[config.mk]
export PLATFORM = sky130hd
export DESIGN_NAME = pwm_update_ctrl
export DESIGN_NICKNAME = d
export VERILOG_FILES = /design/src/rtl/pwm_pkg.sv /design/src/rtl/pwm_update_ctrl.sv
export SDC_FILE = /design/constraint.sdc
export NUM_CORES = 1
export LEC_CHECK = 0
export CAP_MARGIN = 10
export CORE_MARGIN = 2
export CORE_UTILIZATION = 56
export DETAILED_ROUTE_END_ITERATION = 10
export PLACE_DENSITY = 0.86
export SLEW_MARGIN = 0
export SYNTH_ARGS = -nofsm -noshare
export SYNTH_HDL_FRONTEND = slang
export SYNTH_SLANG_ARGS = --single-unit
export TNS_END_PERCENT = 100
[constraint.sdc]
create_clock -name clk -period 6.56 [get_ports clk]
set_input_delay 0.656 -clock clk [delete_from_list [all_inputs] [get_ports clk]]
set_output_delay 0.656 -clock clk [all_outputs]
set_load 0.02 [all_outputs]
[src/rtl/pwm_pkg.sv]
// Shared types and helpers for the PWM configuration path (update controller and timebase).
package pwm_pkg;

  localparam int PWM_CNT_WIDTH = 32;

  typedef enum logic [1:0] {
    IDLE    = 2'd0,
    RUN     = 2'd1,
    PENDING = 2'd2
  } pwm_upd_state_t;

  typedef struct packed {
    logic                     enable;
    logic [PWM_CNT_WIDTH-1:0] period;
    logic [PWM_CNT_WIDTH-1:0] duty;
  } pwm_cfg_t;

  // Period actually run by the timebase: 0 selects the default, 1 is widened to 2.
  function automatic logic [PWM_CNT_WIDTH-1:0] eff_period(
    input logic [PWM_CNT_WIDTH-1:0] period,
    input logic [PWM_CNT_WIDTH-1:0] dflt
  );
    if (period == '0) return dflt;
    else if (period == PWM_CNT_WIDTH'(1)) return PWM_CNT_WIDTH'(2);
    else return period;
  endfunction

endpackage

[src/rtl/pwm_update_ctrl.sv]
// Shadowed PWM configuration sequencer: commits enable/period/duty atomically at a period end.
// Optional forced-commit timeout when PWM_UPD_TIMEOUT_EN is defined (adds port update_timeout).
module pwm_update_ctrl
  import pwm_pkg::*;
#(
  parameter int CNT_WIDTH             = PWM_CNT_WIDTH,
  parameter int DEFAULT_PERIOD_CYCLES = 5000,
  parameter int TIMEOUT_CYCLES        = 1_000_000
) (
  input  logic                 clk,
  input  logic                 rst_n,
  // cfg handshake: a transfer happens on a posedge where cfg_valid && cfg_ready.
  input  logic                 cfg_valid,
  output logic                 cfg_ready,
  input  logic                 cfg_enable,
  input  logic [CNT_WIDTH-1:0] cfg_period,
  input  logic [CNT_WIDTH-1:0] cfg_duty,
  input  logic                 tb_period_end,
  output logic                 tb_enable,
  output logic [CNT_WIDTH-1:0] tb_period_cycles,
  output logic [CNT_WIDTH-1:0] duty_cycles,
  output logic                 update_pending,
  output logic                 update_done,
`ifdef PWM_UPD_TIMEOUT_EN
  output logic                 update_timeout,
`endif
  output logic [1:0]           dbg_state
);

  pwm_upd_state_t       state_q, state_d;
  pwm_cfg_t             shadow_q, shadow_d;
  pwm_cfg_t             cfg_in, commit_src;
  logic                 tb_enable_q, tb_enable_d;
  logic [CNT_WIDTH-1:0] period_q, period_d;
  logic [CNT_WIDTH-1:0] duty_q, duty_d;
  logic                 done_q, done_d;
  logic [CNT_WIDTH-1:0] p_eff;
  logic                 commit;
  logic                 xfer;
`ifdef PWM_UPD_TIMEOUT_EN
  logic [CNT_WIDTH-1:0] tmo_cnt_q, tmo_cnt_d;
  logic                 tmo_q, tmo_d;
`endif

  assign cfg_ready = (state_q != PENDING);
  assign xfer      = cfg_valid && cfg_ready;
  assign cfg_in    = '{enable: cfg_enable, period: cfg_period, duty: cfg_duty};

  always_comb begin
    state_d     = state_q;
    shadow_d    = shadow_q;
    tb_enable_d = tb_enable_q;
    period_d    = period_q;
    duty_d      = duty_q;
    done_d      = 1'b0;
    commit      = 1'b0;
    commit_src  = cfg_in;
    p_eff       = '0;
`ifdef PWM_UPD_TIMEOUT_EN
    tmo_cnt_d   = tmo_cnt_q;
    tmo_d       = 1'b0;
`endif
    case (state_q)
      IDLE: begin
        if (xfer) commit = 1'b1;
      end
      RUN: begin
        if (xfer) begin
          if (tb_period_end) begin
            commit = 1'b1;
          end else begin
            shadow_d = cfg_in;
            state_d  = PENDING;
`ifdef PWM_UPD_TIMEOUT_EN
            tmo_cnt_d = '0;
`endif
          end
        end
      end
      PENDING: begin
        commit_src = shadow_q;
        if (tb_period_end) begin
          commit = 1'b1;
`ifdef PWM_UPD_TIMEOUT_EN
        end else if (tmo_cnt_q == CNT_WIDTH'(TIMEOUT_CYCLES - 1)) begin
          commit = 1'b1;
          tmo_d  = 1'b1;
        end else begin
          tmo_cnt_d = tmo_cnt_q + 1'b1;
`endif
        end
      end
      default: state_d = IDLE;
    endcase

    // Every commit path lands here so the three outputs always move together.
    if (commit) begin
      p_eff       = eff_period(commit_src.period, CNT_WIDTH'(DEFAULT_PERIOD_CYCLES));
      tb_enable_d = commit_src.enable;
      period_d    = commit_src.period;
      duty_d      = (commit_src.duty > p_eff) ? p_eff : commit_src.duty;
      done_d      = 1'b1;
      state_d     = commit_src.enable ? RUN : IDLE;
    end
  end

  always_ff @(posedge clk or negedge rst_n) begin
    if (!rst_n) begin
      state_q     <= IDLE;
      shadow_q    <= '0;
      tb_enable_q <= 1'b0;
      period_q    <= '0;
      duty_q      <= '0;
      done_q      <= 1'b0;
`ifdef PWM_UPD_TIMEOUT_EN
      tmo_cnt_q   <= '0;
      tmo_q       <= 1'b0;
`endif
    end else begin
      state_q     <= state_d;
      shadow_q    <= shadow_d;
      tb_enable_q <= tb_enable_d;
      period_q    <= period_d;
      duty_q      <= duty_d;
      done_q      <= done_d;
`ifdef PWM_UPD_TIMEOUT_EN
      tmo_cnt_q   <= tmo_cnt_d;
      tmo_q       <= tmo_d;
`endif
    end
  end

  assign tb_enable        = tb_enable_q;
  assign tb_period_cycles = period_q;
  assign duty_cycles      = duty_q;
  assign update_pending   = (state_q == PENDING);
  assign update_done      = done_q;
  assign dbg_state        = state_q;
`ifdef PWM_UPD_TIMEOUT_EN
  assign update_timeout   = tmo_q;
`endif

endmodule

==> metrics.yaml <==
status: "finished, final reports clean"
synth_top_cell_area_share: 0.481
cellLeakagePower_nw: 3.68
drv_slew: 0
r2r-end: "duty_cycles[9]$_DFFE_PN0P_"
drv_cap: 0
cts_buffer_depth: 2
remaining_drc_errors: 0
ios: 139
synth_fp_nets: 731
start_kind: "register"
path_clk_slew_ns: 0.05
clk_latency_ns: 0.42
cts_max_level: 4
worst_path_max_delay_cell: "a2111oi_4"
post-route-period-util: 0.858
grt_max_degree: 84
synth.top_cells.by_area: "dfrtp_1, mux2_2, nand2_1, ha_1, o221a_2"
synth_edf_count: 0
crit_chain: "or2b_4 -> inv_4 -> mux2i_1 -> o2111ai_1 -> a2111oi_4 -> a21boi_1 -> ha_1 -> nand4_1 -> nor4_1 -> nand2_1 -> a22o_1 -> nor2_4 -> buf_12 -> nand3b_1 -> o221a_2"
design_area_mm2: 0.00895
cts_tree: "done"
placed_cell_area_mm2: 0.00843
synth_common_cells: "dfrtp_1, nand2_1, mux2_2, ha_1"
hold_viol: 0
yosys.area.top_type: "dfrtp_1"
syn_inst: 630
drt_pass1_iterations: 5
avgViaCountPerCell: 6.05
crit_fanout: 41
synth_ff_type: "dfrtp_1"
cts_hold_buffers: 0
coreArea_mm2: 0.0121
fin_skew_ns: 0.00990
post-route-util: 0.742
vias: 5644
die-area_mm2: 0.0133
drive_above_1_share: 0.179
gp_congestion: 0.919
drtIter0Drc: 452
syn_area_per_cell_um2: 11.0
numClockSinks: 133
grt-ovfl-total: 0
synthToLayoutAreaGrowth_pct: 29.3
nets: 856
cts_root_buf: "clkbuf_16"
io_buffers: 138
cts-buffers-inserted: 17
rsz0062_at_grt: "no"
critPathBufInv: 2
hold_path.class: "in -> async"
routed_wl_um: 18400
cp_top_family: "simple AND/OR/NAND/NOR gates"
dp_hpwl_um: 13000
start_util: 0.574
fmax_ghz: 0.178
grt_pass1_wl_um: 29200
cts.repair.resized: 0
p_total_mw: 3.60
p_per_area_mw_per_mm2: 403
r2r_setup_slack_ns: 0.93
slew-limit-headroom: 0.465
finalSetupViolCount: 0
fin_crit_ns: 5.63
ant_nets: 0
ys_ff_latch: 133
rows: 40
grt_usage: 0.288
fin_tns_setup_ns: 0
wire_per_inst_um: 19.7
cp.depth: 15
required_ns: 6.86
tightestPinTransition_ns: 0.803
ys_async_sr_fraction: 1.00
critPathKind: "reg -> reg"
end_kind: "register"
grt_pass1_vias: 5704
ys_warn_count: 0
yosysSeqAreaShare: 0.481
die_h_um: 115
synth.distinct_cells: 49
crit-reg2reg-launch: "dbg_state[0]$_DFFE_PN0P_"
grt_antenna_before_repair: 0
ir_worst_vdd_v: 0.000183
postCtsSetupRepairBufs: 0
syn_area_mm2: 0.00692
critical_path.max_stage_delay_ns: 0.57
crit_arrival_ns: 5.93
die_w_um: 115
rr_worst_depth: 15
==> report_power, final <==
part	internal [mW]	switching (mW)	leakage, nW
clock network	0.511	0.329	0.256
registers	1.17	0.236	1.53
logic	0.698	0.661	1.90
==> cell families (layout without fill, tap and decap cells) <==
logic type	Yosys count	after routing	synth area share
buffers and inverters	43	177	0.0262
and+or+nand+nor	218	218	0.153
other	0	1	0
DFF	133	133	0.481
adders and majority gates	32	32	0.0578
muxes	98	98	0.155
AOI/OAI and AO/OA	106	106	0.128
==> worst max-delay path by stage <==
stage | end | from | slack (ns)
after detailed placement | duty_cycles[9]$_DFFE_PN0P_ | dbg_state[1]$_DFFE_PN0P_ | 1.06
after floorplan | duty_cycles[2]$_DFFE_PN0P_ | cfg_period[26] | 2.62
final | duty_cycles[9]$_DFFE_PN0P_ | dbg_state[0]$_DFFE_PN0P_ | 0.93
after global placement | duty_cycles[11]$_DFFE_PN0P_ | dbg_state[0]$_DFFE_PN0P_ | 1.34
after CTS | duty_cycles[9]$_DFFE_PN0P_ | dbg_state[0]$_DFFE_PN0P_ | 1.02
after global routing | duty_cycles[17]$_DFFE_PN0P_ | dbg_state[1]$_DFFE_PN0P_ | 0.51
==> metal layers <==
| metal | wire length [µm] | track usage |
|---|---|---|
| met5 | 0 | 0 |
| met4 | 437 | 0.105 |
| met3 | 1130 | 0.0638 |
| met2 | 9110 | 0.473 |
| met1 | 7730 | 0.378 |
==> stage by stage <==
stage | hold slack [ns] | std cells | setup WS (ns)
after floorplan | 0.360 | 630 | 2.62
after global placement | 0.473 | 904 | 1.34
after detailed placement | 0.479 | 904 | 1.06
after CTS | 0.298 | 932 | 1.02
after global routing | 0.321 | 932 | 0.509
final | 0.254 | 933 | 0.934
==> cells in the final DEF (no fill, tap or decap), drive strengths merged, types with 2 or more instances in the layout <==
cell           instances
nand4                  6
a31oi                  3
clkinv                 4
nand3b                31
and4                   3
o21bai                 2
dfrtp                133
o221a                 30
a21boi                 5
o21ai                  5
nand3                  6
o21a                  25
clkbuf                23
nor4                  12
ha                    32
nor3                   2
a21oi                 18
inv                    4
mux2i                 33
nor2                  13
a221o                  3
a31o                   2
or3                    2
a211oi                 4
nand2                133
mux2                  65
nor2b                  2
clkdlybuf4s50        137
buf                    8
nor3b                  2
==> state kept, by name (all words and copies together) (netlist names) <==
signal	flops
dbg_state	2
duty_cycles	32
update_done	1
shadow_q	65
tb_enable	1
tb_period_cycles	32
==> layout make-up <==
class / count / area, µm²
Antenna cell: 1 / 2.50
Clock buffer: 23 / 488
Multi-Input combinational cell: 454 / 3430
Fill cell: 814 / 3110
Tap cell: 168 / 210
Clock inverter: 5 / 27.5
Sequential cell: 133 / 3330
Inverter: 4 / 17.5
Timing Repair Buffer: 145 / 1450
No activity file was read; power rests on OpenSTA's default activity.
